[config.mk]
export PLATFORM = sky130hd
export DESIGN_NAME = rf_writeback
export DESIGN_NICKNAME = d
export VERILOG_FILES = /design/src/rtl/rf_writeback_pkg.sv /design/src/rtl/rf_writeback_load_extend.sv /design/src/rtl/rf_writeback.sv
export SDC_FILE = /design/constraint.sdc
export NUM_CORES = 1
export LEC_CHECK = 0
export CAP_MARGIN = 20
export CORE_MARGIN = 2
export CORE_UTILIZATION = 45
export DETAILED_ROUTE_END_ITERATION = 8
export PLACE_DENSITY = 0.85
export SLEW_MARGIN = 10
export SYNTH_ARGS = -nofsm -noshare
export SYNTH_HDL_FRONTEND = slang
export SYNTH_SLANG_ARGS = --single-unit
[constraint.sdc]
create_clock -name clk -period 2.3 [get_ports clk]
set_input_delay 0.23 -clock clk [delete_from_list [all_inputs] [get_ports clk]]
set_output_delay 0.23 -clock clk [all_outputs]
set_load 0.05 [all_outputs]
[src/rtl/rf_writeback_pkg.sv]
// rf_writeback_pkg: shared ISA constants (datapath width, load funct3 encodings)
package rf_writeback_pkg;
  localparam int ISA_WIDTH = 32;
  typedef enum logic [2:0] {
    LD_LB  = 3'b000,
    LD_LH  = 3'b001,
    LD_LW  = 3'b010,
    LD_LBU = 3'b100,
    LD_LHU = 3'b101
  } ld_funct3_e;
endpackage

[src/rtl/rf_writeback_load_extend.sv]
// load_extend: selects the loaded byte/halfword/word and sign- or zero-extends it
module load_extend
  import rf_writeback_pkg::*;
#(
  parameter int XLEN = ISA_WIDTH
) (
  input  logic [XLEN-1:0] lsu_data,
  input  logic [2:0]      lsu_funct3,
  input  logic [1:0]      lsu_off,
  output logic [XLEN-1:0] result
);
  logic [7:0]  b;
  logic [15:0] h;
  // pick the addressed lane, then extend; unknown funct3 falls through to the full word
  always_comb begin
    b = 8'(lsu_data >> {lsu_off, 3'b000});
    h = 16'(lsu_data >> {lsu_off[1], 4'b0000});
    result = lsu_funct3 == LD_LB  ? {{(XLEN-8){b[7]}}, b} :
             lsu_funct3 == LD_LBU ? {{(XLEN-8){1'b0}}, b} :
             lsu_funct3 == LD_LH  ? {{(XLEN-16){h[15]}}, h} :
             lsu_funct3 == LD_LHU ? {{(XLEN-16){1'b0}}, h} : lsu_data;
  end
endmodule

[src/rtl/rf_writeback.sv]
// rf_writeback: arbitrates ALU/LSU results into one registered register-file write port and keeps the pending-write scoreboard
module rf_writeback
  import rf_writeback_pkg::*;
#(
  parameter int XLEN = ISA_WIDTH
) (
  input  logic            clk,
  input  logic            rst_n,
  input  logic            issue_valid,
  input  logic [4:0]      issue_rd,
  output logic            issue_ready,
  input  logic            alu_valid,
  output logic            alu_ready,
  input  logic [4:0]      alu_rd,
  input  logic [XLEN-1:0] alu_data,
  input  logic            lsu_valid,
  output logic            lsu_ready,
  input  logic [4:0]      lsu_rd,
  input  logic [XLEN-1:0] lsu_data,
  input  logic [2:0]      lsu_funct3,
  input  logic [1:0]      lsu_off,
  output logic            wr_en,
  output logic [4:0]      wr_addr,
  output logic [XLEN-1:0] wr_data,
  output logic [31:0]     busy
);
  logic [XLEN-1:0] ld_data, sel_data;
  logic [4:0]      sel_rd;
  logic            sel_v;
  logic [31:0]     set_m, clr_m;

  load_extend #(.XLEN(XLEN)) u_load_extend (
    .lsu_data  (lsu_data),
    .lsu_funct3(lsu_funct3),
    .lsu_off   (lsu_off),
    .result    (ld_data)
  );

  assign issue_ready = issue_rd == 5'd0 || !busy[issue_rd];
  assign alu_ready   = ~lsu_valid;
  assign lsu_ready   = 1'b1;

  // LSU has fixed priority; scoreboard set/clear masks for this edge
  always_comb begin
    sel_v    = lsu_valid | alu_valid;
    sel_rd   = lsu_valid ? lsu_rd : alu_rd;
    sel_data = lsu_valid ? ld_data : alu_data;
    clr_m    = wr_en ? 32'd1 << wr_addr : 32'd0;
    set_m    = (issue_valid && issue_ready) ? 32'd1 << issue_rd : 32'd0;
  end

  // write port register; x0 requests are consumed without a strobe
  always_ff @(posedge clk or negedge rst_n) begin
    if (!rst_n) begin
      wr_en   <= 1'b0;
      wr_addr <= '0;
      wr_data <= '0;
    end else begin
      wr_en <= sel_v && sel_rd != 5'd0;
      if (sel_v && sel_rd != 5'd0) begin
        wr_addr <= sel_rd;
        wr_data <= sel_data;
      end
    end
  end

  // scoreboard: a new issue outranks the retiring write to the same register; bit 0 never sets
  always_ff @(posedge clk or negedge rst_n) begin
    if (!rst_n) busy <= '0;
    else busy <= ((busy & ~clr_m) | set_m) & ~32'd1;
  end
endmodule

**Yosys cells after proc, flatten, opt, wreduce, memory -nomap -nowiden**

Cells that the tools add are included.

- Output and inout bits: 73
- Input bits: 89
- Logic and storage cells: 34
- Flip-flop bits (word level): 69

- Reductions and logical operators: 7
- Magnitude comparators: 1
- Shift-type cells: 4
- Equal/unequal tests: 3
- Muxes and demuxes: 10
- Bitwise operators: 5

Operators by type and width:

| kind | count |
|---|---|
| $mux W32 | 7 |
| $shl A1 B5 Y32 const A | 2 |
| $and A32 B32 Y32 | 1 |
| $not A32 Y32 | 1 |
| $or A32 B32 Y32 | 1 |
| $shr A32 B5 Y16 | 1 |
| $shr A32 B5 Y8 | 1 |
| $eq A3 B3 Y1 const B | 2 |
| $lt A5 B6 Y1 const B | 1 |
| $bmux W1 S5 | 1 |
| $logic_not A5 Y1 | 1 |
| $mux W5 | 1 |
| $reduce_bool A5 Y1 | 1 |
| $eq A3 B1 Y1 const B | 1 |
| $logic_not A3 Y1 | 1 |
| $logic_and A1 B1 Y1 | 2 |
| $logic_not A1 Y1 | 1 |
| $logic_or A1 B1 Y1 | 1 |
| $mux W1 | 1 |
| $not A1 Y1 | 1 |
| $or A1 B1 Y1 | 1 |

**Depth between registers and ports, before layout**

Gate-level depths: netlist of the first run.

- Word-level depth: 7
- Depth in mapped cells: 6
- Gate-level depth less buffers: 5

**By module**

From an unflattened synthesis of the first run, not the netlist that was laid out.

- Cells, all modules: 433
- Area total of the unflattened synthesis: 4,561.9 um2

By module, submodules not included:

| module | area an instance (um2) | seq. area each (um2) | times used | cells an instance |
|---|---|---|---|---|
| rf_writeback | 3,631.0 | 1,726.7 | 1 | 306 |
| load_extend | 930.9 | 0.0 | 1 | 127 |

**Worst setup path before layout of the first run**

Ideal clock, no wire load.

- Kind: register to output
- Start: register busy[31]
- End: output port issue_ready
- Path slack: 0.093 ns
- Data arrival time: 1.977 ns
- Cell stages (with the launch flop): 5
- Cells stage by stage: dfrtp_1 -> mux4_2 -> or3b_1 -> nand2_1 -> nand4b_1

- Word-level cells in the longest chain between the ends: 4

Ends and longest elaborated chain:

| element | RTL line | source |
|---|---|---|
| start: declaration | rf_writeback.sv:25 | `output logic [31:0] busy` |
| start signal: assignment | rf_writeback.sv:70 | `else busy <= ((busy & ~clr_m) \| set_m) & ~32'd1;` |
| $bmux W1 S5 | rf_writeback.sv:39 | `assign issue_ready = issue_rd == 5'd0 \|\| !busy[issue_rd];` |
| $mux W1 (implied by the code) | rf_writeback.sv:39 |  |
| $logic_not A1 Y1 | rf_writeback.sv:39 |  |
| $logic_or A1 B1 Y1 | rf_writeback.sv:39 |  |
| end: declaration | rf_writeback.sv:11 | `output logic issue_ready,` |

No other way between the ends. The select of a mux whose other input is x is not followed.

**Worst setup path after layout of the first run**

- Start: register busy[27]
- End: output port issue_ready

The elaborated chain is that of the path after synthesis.

==> results of run 1 <==
registers in the layout, summed over array words and instances, names as in the netlist:
signal   cells
wr_data     32
busy        31
wr_addr      5
wr_en        1
power groups by stage:
stage                     registers (uW)  logic, uW  clock network [uW]
final                               1910       3290                 888
after global routing                1940       3450                 962
after CTS                           1900       3240                 905
after detailed placement            1910       3240                   0
after global placement              1890       3170                   0
after floorplan                     3100        780                   0
layer usage:
metal  routed length (um)  vias to the layer above  global-route usage
met2                 6940                      260               0.480
met1                 5170                     2148               0.329
li1                     -                     2011                   -
met3                 1360                       29              0.0645
met4                  295                        0              0.0906
met5                    0                        -                   0
worst paths after layout:
path	end	from	cells after the start	slack, ns
min in group clk	wr_data[12]	wr_data[12]	2	0.51
max in group asynchronous	wr_data[22]	rst_n	3	1.16
max reg2reg	busy[27]	busy[27]	4	0.64
max	issue_ready	busy[27]	5	0.08
min	busy[1]	rst_n	2	0.49
min reg2reg	wr_data[12]	wr_data[12]	2	0.51
stage by stage:
stage / util / cell area [um2] / setup TNS [ns] / hold WS, ns
final: 0.679 / 6210 / 0 / 0.487
after global routing: 0.679 / 6210 / 0 / 0.523
after CTS: 0.675 / 6180 / 0 / 0.500
after detailed placement: 0.655 / 6000 / -0.435 / 0.337
after global placement: 0.655 / 6000 / -0.154 / 0.329
after floorplan: - / 4220 / 0 / -0.0656
logic make-up after synthesis:
family	synth area share
AOI/OAI and AO/OA	0.248
DFF	0.410
buffers and inverters	0.0493
and+or+nand+nor	0.183
muxes	0.108
other	0.00178
layout by cell type, fill, tap and decap left out, drive strengths merged, types with 3 or more instances in the layout:
cell type      Yosys  final
clkdlybuf4s50      0    155
o21ai             86     86
dfrtp             69     69
nor2              51     51
buf               14     33
a22o              22     22
nand3             18     18
nor3              17     17
a21oi             16     16
mux4              15     15
nor2b             13     13
nand3b            12     12
clkbuf            25     10
inv                8      9
nand2              8      8
a221oi             7      7
o31ai              7      7
a2111oi            7      7
o31a               7      7
or2                6      6
nand2b             5      5
mux2i              5      5
mux2               5      5
nand4b             4      4
clkinv             0      4
a31oi              3      3
or3b               3      3
layout make-up:
class	instances	share of cell area
multi-input combinational	335	0.369
timing repair buffer	190	0.298
sequential	69	0.278
tap	111	0.0224
clock buffer	9	0.0199
clock inverter	7	0.00826
inverter	8	0.00483
what timing repair did:
action / in CTS / in global routing
buffers inserted: 0 / 3
setup endpoints to repair: 1 / 1
endpoints found under the hold margin: 33 / 0
hold buffers: 1 / 0
resized for setup: 1 / 5
==> impl_results.md, run 1 <==
- Input/output buffers: 159
- Layout cells sized above 1: 0.134
- I/O pins: 162
- Initial core utilization: 0.461
- Synth cell count leaders: dfrtp_1 (69), o21ai_1 (58), nor2_1 (51)
- Slowest CP cell: mux4_2
- Cell count after synthesis: 451
- CTS Buf Count: 9
- Root buffer selected by CTS: clkbuf_8
- Synth cell types: 46
- Ys async rst share: 1.00
- Die Span Y: 101 um
- Ant. Diodes: 0
- Placed instance count: 709
- P_leak: 0.00243 uW
- # DRC: 0
- Sequential area share after synthesis: 0.410
- Final Net Count: 702
- Non-filler cells in the finished layout: 729
- Sw Pwr: 2860 uW
- Synth top area share: 0.410
- Final worst setup slack: 0.0812 ns
- Final Total Pwr: 6080 uW
- DRT Wirelength: 13.8 mm
- Flops & latches, synth: 69
- # clock sinks: 69
- Overall Global Routing Usage: 0.273
- Max incr delay on CP: 0.48 ns
- First-pass GRT wire length: 22.0 mm
- Place WS: -0.199 ns
- H-tree Lvls: 3
- Die W: 101 um
- Synth Cell Area: 4220 um2
- PD cells: 979 nW/um2
- Die area: 10200 um2
- Worst slew margin: 0.488
- DR vias/cell: 6.10
- Area contributors post-synth: dfrtp_1 (41%), mux4_2 (8.0%), o21ai_1 (6.9%), a22o_1 (4.6%), nor2_1 (4.5%)
- Fin crit share: 0.965
- Clock Latency Late Sink: 0.34 ns
- Worst Path Buf+Inv: 1
- RSZ-0062 raised after global routing: no
- Synth area leader: dfrtp_1
- Row count: 35
- Least-Margin Pin Slew: 0.768 ns
- F_max: 451 MHz
- Length of the first detailed-routing pass in iterations: 5
- Max Cap Viol: 0
- Comb pwr share: 0.540
- Min Tclk post-route: 2.22 ns
- Vias in the first global route: 4562
- Filler instances: 728
- Startpoint types: flip-flop
- Fin Clk Skew: 0.0108 ns
- Placer congestion estimate: 0.923
- Multi-input logic area: 2290 um2
- Status: finished, final reports clean
- Worst vdd ir: 598 uV
- Hold Path Class: in2async
- Clk buf depth: 2
- Final Hold Viols: 0
- Largest fanout on the critical path: 3
- Clk pin slew, worst setup/hold paths: 0.08 ns
- CORE AREA: 9150 um2
- Post-synth EDFFs: 0
- CP required: 2.07 ns
- Sequential fraction of design power: 0.314
- CTS tree: yes
- Pins over their slew limit: 0
- Vias: 4448
- Setup violators final: 0
- Ys flop type: dfrtp_1
- Syn nets: 540
- Sw frac: 0.470
- Sequential cell area: 1730 um2
- CP Cell Sequence: mux4_2, or3_4, nand2_1, nand4b_1, buf_12
- WP data arrival: 1.99 ns
- Routed length per instance: 18.9 um
- Kind of end point of the critical path: output pin
- Yosys warning count: 0
- Synth-to-Final Area Change: 47.4%
- Iteration-0 DRC Markers: 195
- Largest net degree at the start of global routing: 37
- Remaining global-route overflow: 0
- Most frequent cell after synthesis: dfrtp_1
- Critical path's top delay family: simple AND/OR/NAND/NOR gates
- CP Class: reg2out
- Initial antenna violation count: 0
- Post-DRT Antenna Nets: 0
- Post-DP HPWL: 10.8 mm
- Syn avg cell area: 9.35 um2
- Int Pwr: 3220 uW
- Clock power frac: 0.146
No activity file was read; power rests on OpenSTA's default activity.
==> run 2: changes to the inputs <==
- CELL_PAD_IN_SITES_DETAIL_PLACEMENT: not set -> 1
- CELL_PAD_IN_SITES_GLOBAL_PLACEMENT: not set -> 1
- CORE_UTILIZATION: 45 -> 33
==> run 2 against run 1 <==
Compared with the run above:
- clock power increased by 71%
- total power increased by 11%
- critical endpoint unchanged
- first-iteration DRC count grew 6.2%
- final area increased by 4.2%
==> impl_results.md, run 2 (synthesis gave the netlist of run 1 again) <==
- Reg-to-Reg End: busy[30]
- Initial antenna violation count: 0
- Status: finished, final reports clean
- Hold Path Class: in2async
- Flop2flop setup slack: 0.61 ns
- Min Tclk post-route: 2.23 ns
- Commonest non-fill, non-tap cell in the layout: clkdlybuf4s50_1
- Post-route cell area: 6470 um2
- Remaining global-route overflow: 0
- PD cells: 1040 nW/um2
- Die W: 117 um
- # DRC: 0
- H-tree Lvls: 3
- Clock Latency Late Sink: 0.33 ns
- Worst Setup EP: issue_ready
- Most flops, register: wr_data
- F_max: 448 MHz
- Synth-to-Final Area Change: 53.5%
- CP required: 2.07 ns
- DRT Wirelength: 16.6 mm
- Kind of end point of the critical path: output pin
- Layout cells sized above 1: 0.131
- P_leak: 0.00252 uW
- Die Span Y: 117 um
- Overall Global Routing Usage: 0.248
- CTS Buf Count: 9
- Placer congestion estimate: 0.904
- # clock sinks: 69
- Input/output buffers: 159
- Initial core utilization: 0.335
- Placed Area: 6140 um2
- I/O pins: 162
- Crit path launch: busy[28]
- Util after Layout: 0.515
- Max incr delay on CP: 0.47 ns
- Least-Margin Pin Slew: 0.649 ns
- CTS tree: yes
- Largest registers: wr_data (32), busy (31), wr_addr (5)
- RR Startpoint: busy[28]
- Setup Buffers After CTS: 0
- Final Hold Viols: 0
- Largest net degree at the start of global routing: 70
- Slowest CP cell: mux4_2
- Largest fanout on the critical path: 3
- Post-DP HPWL: 12.9 mm
- Vias: 4468
- Routed length per instance: 20.9 um
- Reg2reg path depth: 4
- Startpoint types: flip-flop
- First-pass GRT wire length: 26.0 mm
- Clk buf depth: 2
- Vias in the first global route: 4867
- Max reg flops: 32
- Worst vdd ir: 352 uV
- Fin crit share: 0.971
- WP data arrival: 2.00 ns
- Post-DRT Antenna Nets: 0
- Worst slew margin: 0.556
- Pins over their slew limit: 0
- Critical path's top delay family: simple AND/OR/NAND/NOR gates
- DR vias/cell: 5.64
- RSZ-0062 raised after global routing: no
- Fin Clk Skew: 0.00624 ns
- Critical path depth: 5
- Row count: 41
- Clk pin slew, worst setup/hold paths: 0.06 ns
- Most frequent cells in the layout: clkdlybuf4s50_1 (154), dfrtp_1 (69), o21ai_1 (58)
- Ant. Diodes: 0
- Iteration-0 DRC Markers: 207
- Worst Path Buf+Inv: 1
- Root buffer selected by CTS: clkbuf_16
- Die area: 13700 um2
- Filler instances: 1439
- CP Class: reg2out
- Final Net Count: 704
- Max Cap Viol: 0
- Final TNS setup: 0 ns
- Setup violators final: 0
- Length of the first detailed-routing pass in iterations: 4
- CP Cell Sequence: mux4_2, or3b_1, nand2_1, nand4b_1, buf_12
- CORE AREA: 12600 um2
[run 2: report_power, final]
part           switching, uW  internal, uW
combinational           2060          1230
clock                    562           953
sequential               349          1580
[run 2: layer usage]
metal | share of wire | up-vias | global-route usage | wire length, um
met2 | 0.51 | 172 | 0.440 | 8490
li1 | - | 2016 | - | -
met4 | 0.023 | 0 | 0.0949 | 387
met1 | 0.39 | 2255 | 0.284 | 6470
met5 | 0 | - | 0 | 0
met3 | 0.072 | 25 | 0.0711 | 1200
[run 2: metrics by stage]
step | hold WS [ns] | std cells | power (uW) | worst slack, ns
final | 0.450 | 792 | 6730 | 0.0672
after global routing | 0.480 | 792 | 7020 | 0.0209
after CTS | 0.468 | 792 | 6770 | 0.00449
after detailed placement | 0.283 | 775 | 5230 | -0.115
after global placement | 0.282 | 775 | 5140 | -0.0557
after floorplan | -0.0656 | 451 | 3880 | 0.0930
[run 2: timing repair]
item	in CTS	in global routing
gates resized for setup	1	1
hold buffers	1	0
endpoints found under the hold margin	69	0
setup endpoints to repair	1	1
[run 2: final cells by class]
class	count	area, um2	share of cell area
Multi-Input combinational cell	335	2280	0.352
Timing Repair Buffer	192	1900	0.293
Tap cell	172	215	0.0332
Clock inverter	7	98.8	0.0153
Sequential cell	69	1730	0.267
Inverter	8	30.0	0.00464
Clock buffer	9	225	0.0348
[run 2: tightest hold or removal path, delay by kind of cell]
family / cells / cell delay [ns]
buffers and inverters: 3 / 0.96
[run 2: worst min-delay path by stage]
stage / start / endpoint / slack (ns) / depth (start not counted)
floorplan: rst_n / busy[10] / -0.07 / 0
global placement: rst_n / busy[4] / 0.28 / 2
detailed placement: rst_n / busy[20] / 0.28 / 2
CTS: rst_n / busy[20] / 0.47 / 3
global route: rst_n / busy[20] / 0.48 / 3
finish: rst_n / busy[20] / 0.45 / 3
